File: src/rtl/out_bank_streamer.sv
// Bank readout: streams a snapshot of one result bank LSB-byte-first over
// valid/ready, or serves legacy single-byte random-access reads.
module out_bank_streamer #(
   parameter int NUM_BANKS = 3,
   parameter int BANK_W    = 32,
   parameter logic [NUM_BANKS*8-1:0] BANK_BITS = 24'h10_0A_20,
   parameter int SEL_W     = 2,
   parameter int BSEL_W    = 3
) (
   input  logic                    clk,
   input  logic                    rst,
   input  logic [NUM_BANKS*BANK_W-1:0] bank_data,
   input  logic [SEL_W-1:0]        proj_sel,
   input  logic                    start,
   input  logic                    abort,
   input  logic                    out_ready,
   input  logic                    rd_en,
   input  logic [BSEL_W-1:0]       byte_sel,
   output logic [7:0]              data_out,
   output logic                    out_valid,
   output logic                    out_last,
   output logic                    rd_valid,
   output logic                    busy,
   output logic                    done,
   output logic                    err
);

   localparam int NBYTES = (BANK_W + 7) / 8;
   localparam int PW     = NBYTES * 8;

   typedef enum logic {IDLE, SEND} state_t;

   state_t              state;
   logic [PW-1:0]       snap;
   logic [BSEL_W-1:0]   cnt;
   logic [BSEL_W-1:0]   last_idx;

   logic                sel_ok;
   logic [SEL_W-1:0]    sel_idx;
   logic [BANK_W-1:0]   slice;
   logic [7:0]          bits;
   logic [7:0]          nb;
   logic [PW-1:0]       live_pad;
   logic [7:0]          rd_byte;
   logic [BSEL_W-1:0]   cnt_nx;

   // Pad bits above the bank's valid width read back as zero.
   always_comb begin
      sel_ok  = 32'(proj_sel) < NUM_BANKS;
      sel_idx = sel_ok ? proj_sel : '0;
      slice   = bank_data[sel_idx*BANK_W +: BANK_W];
      bits    = BANK_BITS[sel_idx*8 +: 8];
      nb      = (bits + 8'd7) >> 3;
      live_pad = '0;
      for (int j = 0; j < BANK_W; j++)
         live_pad[j] = slice[j] & (j < int'(bits));
      rd_byte = (8'(byte_sel) < nb) ? live_pad[byte_sel*8 +: 8] : 8'h00;
      cnt_nx  = cnt + 1'b1;
   end

   always_ff @(posedge clk or negedge rst) begin
      if (!rst) begin
         state     <= IDLE;
         snap      <= '0;
         cnt       <= '0;
         last_idx  <= '0;
         data_out  <= 8'h00;
         out_valid <= 1'b0;
         out_last  <= 1'b0;
         rd_valid  <= 1'b0;
         busy      <= 1'b0;
         done      <= 1'b0;
         err       <= 1'b0;
      end else begin
         rd_valid <= 1'b0;
         done     <= 1'b0;
         err      <= 1'b0;
         unique case (state)
            IDLE: begin
               if (start) begin
                  if (sel_ok) begin
                     snap      <= live_pad;
                     last_idx  <= BSEL_W'(nb - 8'd1);
                     cnt       <= '0;
                     state     <= SEND;
                     out_valid <= 1'b1;
                     busy      <= 1'b1;
                     data_out  <= live_pad[7:0];
                     out_last  <= (nb == 8'd1);
                  end else begin
                     err <= 1'b1;
                  end
               end else if (rd_en) begin
                  if (sel_ok) begin
                     data_out <= rd_byte;
                     rd_valid <= 1'b1;
                  end else begin
                     err <= 1'b1;
                  end
               end
            end
            SEND: begin
               if (abort) begin
                  state     <= IDLE;
                  out_valid <= 1'b0;
                  out_last  <= 1'b0;
                  busy      <= 1'b0;
               end else if (out_ready) begin
                  if (out_last) begin
                     state     <= IDLE;
                     out_valid <= 1'b0;
                     out_last  <= 1'b0;
                     busy      <= 1'b0;
                     done      <= 1'b1;
                  end else begin
                     cnt      <= cnt_nx;
                     data_out <= snap[cnt_nx*8 +: 8];
                     out_last <= (cnt_nx == last_idx);
                  end
               end
            end
            default: state <= IDLE;
         endcase
      end
   end

endmodule

File: config.mk
export PLATFORM = sky130hd
export DESIGN_NAME = out_bank_streamer
export DESIGN_NICKNAME = d
export VERILOG_FILES = /design/src/rtl/out_bank_streamer.sv
export SDC_FILE = /design/constraint.sdc
export NUM_CORES = 1
export LEC_CHECK = 0
export ABC_AREA = 0
export BUFFER_PORTS_ARGS = -buffer_cell sky130_fd_sc_hd__buf_4
export CAP_MARGIN = 20
export CORE_MARGIN = 1
export CORE_UTILIZATION = 53
export CTS_BUF_LIST = sky130_fd_sc_hd__clkbuf_8
export CTS_CLUSTER_SIZE = 14
export DETAILED_ROUTE_END_ITERATION = 10
export GPL_ROUTABILITY_DRIVEN = 0
export PLACE_DENSITY = 0.92
export RECOVER_POWER = 50
export SLEW_MARGIN = 20
export SYNTH_ARGS = -nofsm -noshare
export SYNTH_HDL_FRONTEND = slang
export SYNTH_SLANG_ARGS = --single-unit
File: constraint.sdc
create_clock -name clk -period 2.2 [get_ports clk]
set_clock_uncertainty 0.1 [all_clocks]
set_input_delay 0.22 -clock clk [delete_from_list [all_inputs] [get_ports clk]]
set_output_delay 0.22 -clock clk [all_outputs]
set_load 0.02 [all_outputs]
==> metrics.txt <==
Layout Nets 624; min Tclk post-route slightly below 2 ns; clk_lat worst skew just over 0.3 ns; first-pass GRT wire length approximately 17 mm; Slew Viols, Final 0; CP max FO 9; number of diodes 0; slew margin rel. 17.4%; final design area excluding fillers between 4000 and 5000 sq um; synthesized cell area between 3000 and 4000 sq um; period utilization 87.6%; DRT Wirelength 10.6 mm; Reg-to-Reg End data_out[3]; cts hold-fix bufs 1; failing checks DRC; htree depth 2; Fin. Hold Viols 0; Post-DP Area approximately 4600 sq um; Top Ports 121; min-delay src start; DP Wirelength around 8.4 mm; WP buf/inv 3; Worst Hold Class in2reg; Peak Freq slightly above 500 MHz; critical path endpoint data_out[6]; most used cell, CP inv_1; leakage 2.15 nW; DIE AREA approximately 7100 sq um; layout cells sized above 1 between 30% and 40%; total grt overflow 0; die extent in y between 80 and 90 um; status complete, but fails checks; number of synthesized register bits 52; required time worst endpoint roughly 2.3 ns; count of different cell masters after synthesis 55; vias between 3,000 and 4,000; Post-Place Setup Slack roughly 0.014 ns; Die Wd 84.4 um; Area growth syn-to-layout 30.5%; worst reg-to-reg setup slack 0.28 ns; Max Cap Viol 0; worst vdd ir 0.346 mV; largest family of logic cells by synthesized area compound AO/OA/AOI/OAI gates; CP Launch Point proj_sel[0]; Slowest-stage cell, CP ha_2; Arrival @ worst endpoint a little over 2 ns; kind of critical path in2reg; Synth Area in Simple Gates between 10% and 20%; RR Startpoint cnt[1]; mux contribution to synthesized area about an eighth; Switch Pwr 0.00140 W; worst-path cell chain buf_4, inv_1, ha_2, inv_1, ha_1, nor4_1, a22oi_2, o21bai_1, o22ai_1, o211ai_1, a21oi_1; CTS max path bufs 2; DR DRC count 5; CTS tree yes; Slew @ Worst Pin 1.24 ns; post-route ant nets 0; Compound-Gate Fraction of Synth Area 22.3%; largest net degree at the start of global routing 53; crit end category flip-flop; Synth async-reset ratio between 90% and 100%; RSZ-0062 raised after global routing no; Clk pin slew, worst setup/hold paths around 0.09 ns; Root Driver clkbuf_8; post-CTS sizing 0; Adder-Cell Fraction of Synth Area under 10%; Rows 29; Setup-failing EPs final 0; initial core utilization a little under three fifths; Num CTS Buffers 5; dominant synthesized flop cell dfrtp_1; total track usage between 30% and 40%; syn avg cell area 9.15 sq um; post-synthesis sequential area ratio 36.2%; XOR/XNOR Fraction of Synth Area less than 1%; r2r worst-path depth 5; Cells after Synth 393; vias per inst just over 6; CP top delay family compound AO/OA/AOI/OAI gates; peak per-stage delay on the critical path roughly 0.36 ns; Pwr Density 798 nW/um^2; Final WS setup between 0.2 and 0.3 ns; # clock sinks 52; share of power burned in registers around 39%; 1st-iter DRT viols 300; Post-synth EDFFs 0; post-CTS setup buffers 0; combinational share of power between 40% and 50%; TritonRoute pass-1 iters 8; Yosys warning total 0; Post-Syn Nets a little over 500; clock share of power between 10 and 15%; vias in the first global route 3,565; Switching Share between 30% and 40%; initial antenna violation count 0; Levels on crit path 11; CP startpoint kind input port; total power approximately 0.0037 W; Routed WL per cell 18.0 um; Int Pwr roughly 0.0023 W; Core Box Area around 6500 sq um; setup TNS 0 ns; Port-buffer cells 120
==> worst reg2reg max path, delay by kind of cell (launching register included) <==
| family | cells | cell delay (ns) |
|---|---|---|
| multiplexers | 1 | 0.38 |
| AND/OR/NAND/NOR | 1 | 0.07 |
| flip-flops | 1 | 0.41 |
| AO/OA/AOI/OAI | 2 | 0.35 |
| adder cells (fa/ha/maj) | 1 | 0.51 |
==> synth_stat cells, drive strengths merged, types with 4 or more instances <==
cell type	number	area (sq um)
inv	8	30.0
mux2	13	146
nor2	20	75.1
mux2i	15	150
nand3	4	20.0
a32oi	4	35.0
o211ai	5	37.5
a211oi	14	110
a21oi	17	85.1
mux4	8	180
nand2b	17	121
ha	7	87.6
a22o	7	61.3
buf	20	136
nand3b	10	75.1
a22oi	6	50.1
o22ai	5	31.3
nand2	57	216
and3	4	25.0
o21ai	37	185
dfrtp	52	1300
clkbuf	11	41.3
nor2b	12	77.6
a31oi	4	25.0
nor4	4	25.0
==> power groups by stage <==
| stage | registers (W) | logic, W | clock network [W] |
|---|---|---|---|
| 6_report | 0.00145 | 0.00177 | 0.000526 |
| 5_1_grt | 0.00148 | 0.00190 | 0.000582 |
| 4_1_cts | 0.00145 | 0.00177 | 0.000533 |
| 3_5_place_dp | 0.00147 | 0.00176 | 0 |
| 3_3_place_gp | 0.00145 | 0.00169 | 0 |
| 2_1_floorplan | 0.00151 | 0.00103 | 0 |
==> cells in the final DEF (no fill, tap or decap), types with 10 or more instances in the layout <==
| cell | netlist | final |
|---|---|---|
| mux2i_1 | 15 | 15 |
| nor2_1 | 20 | 20 |
| a21oi_1 | 17 | 17 |
| o21ai_0 | 33 | 33 |
| nand2_1 | 56 | 56 |
| nor2b_1 | 11 | 11 |
| a211oi_1 | 13 | 13 |
| dfrtp_1 | 52 | 52 |
| nand3b_1 | 10 | 10 |
| mux2_2 | 13 | 13 |
| nand2b_1 | 15 | 15 |
| buf_4 | 3 | 131 |
==> worst min-delay path by stage <==
stage	to	cells past startpoint	slack (ns)
floorplan	busy	0	-0.18
global placement	snap[8]	1	0.18
detailed placement	snap[9]	1	0.18
CTS	rd_valid	2	0.05
global route	rd_valid	2	0.04
finish	rd_valid	2	0.05
==> cells by family after synthesis <==
logic type,Yosys count
muxes,36
DFF,52
buffers and inverters,39
AOI/OAI and AO/OA,119
adders and majority gates,7
xor gates and xnor gates,3
and+or+nand+nor,137
==> registers in the layout (all words and copies together), names as in the netlist, 3 cells and up <==
register	flops
snap	32
data_out	8
cnt	3
last_idx	3
==> metrics by stage <==
stage | hold WS (ns) | util, % | cells
after global routing | 0.0402 | 72.7 | 587
after detailed placement | 0.184 | 71.6 | 579
final | 0.0511 | 72.7 | 587
after floorplan | -0.176 | - | 393
after CTS | 0.0454 | 73.0 | 587
after global placement | 0.179 | 71.6 | 579
==> metal layers <==
metal / wire length [um] / global-route usage [%]
met1: 4160 / 38.9
met2: 5200 / 53.0
met3: 901 / 4.52
met4: 298 / 11.9
met5: 0 / 0
==> cell type report <==
class	count	area, sq um
inverter	8	30.0
fill	481	1760
tap	77	96.3
multi-input combinational	302	2090
clock buffer	5	68.8
clock inverter	2	12.5
sequential	52	1300
timing repair buffer	141	1090
No activity file was read; power rests on OpenSTA's default activity.
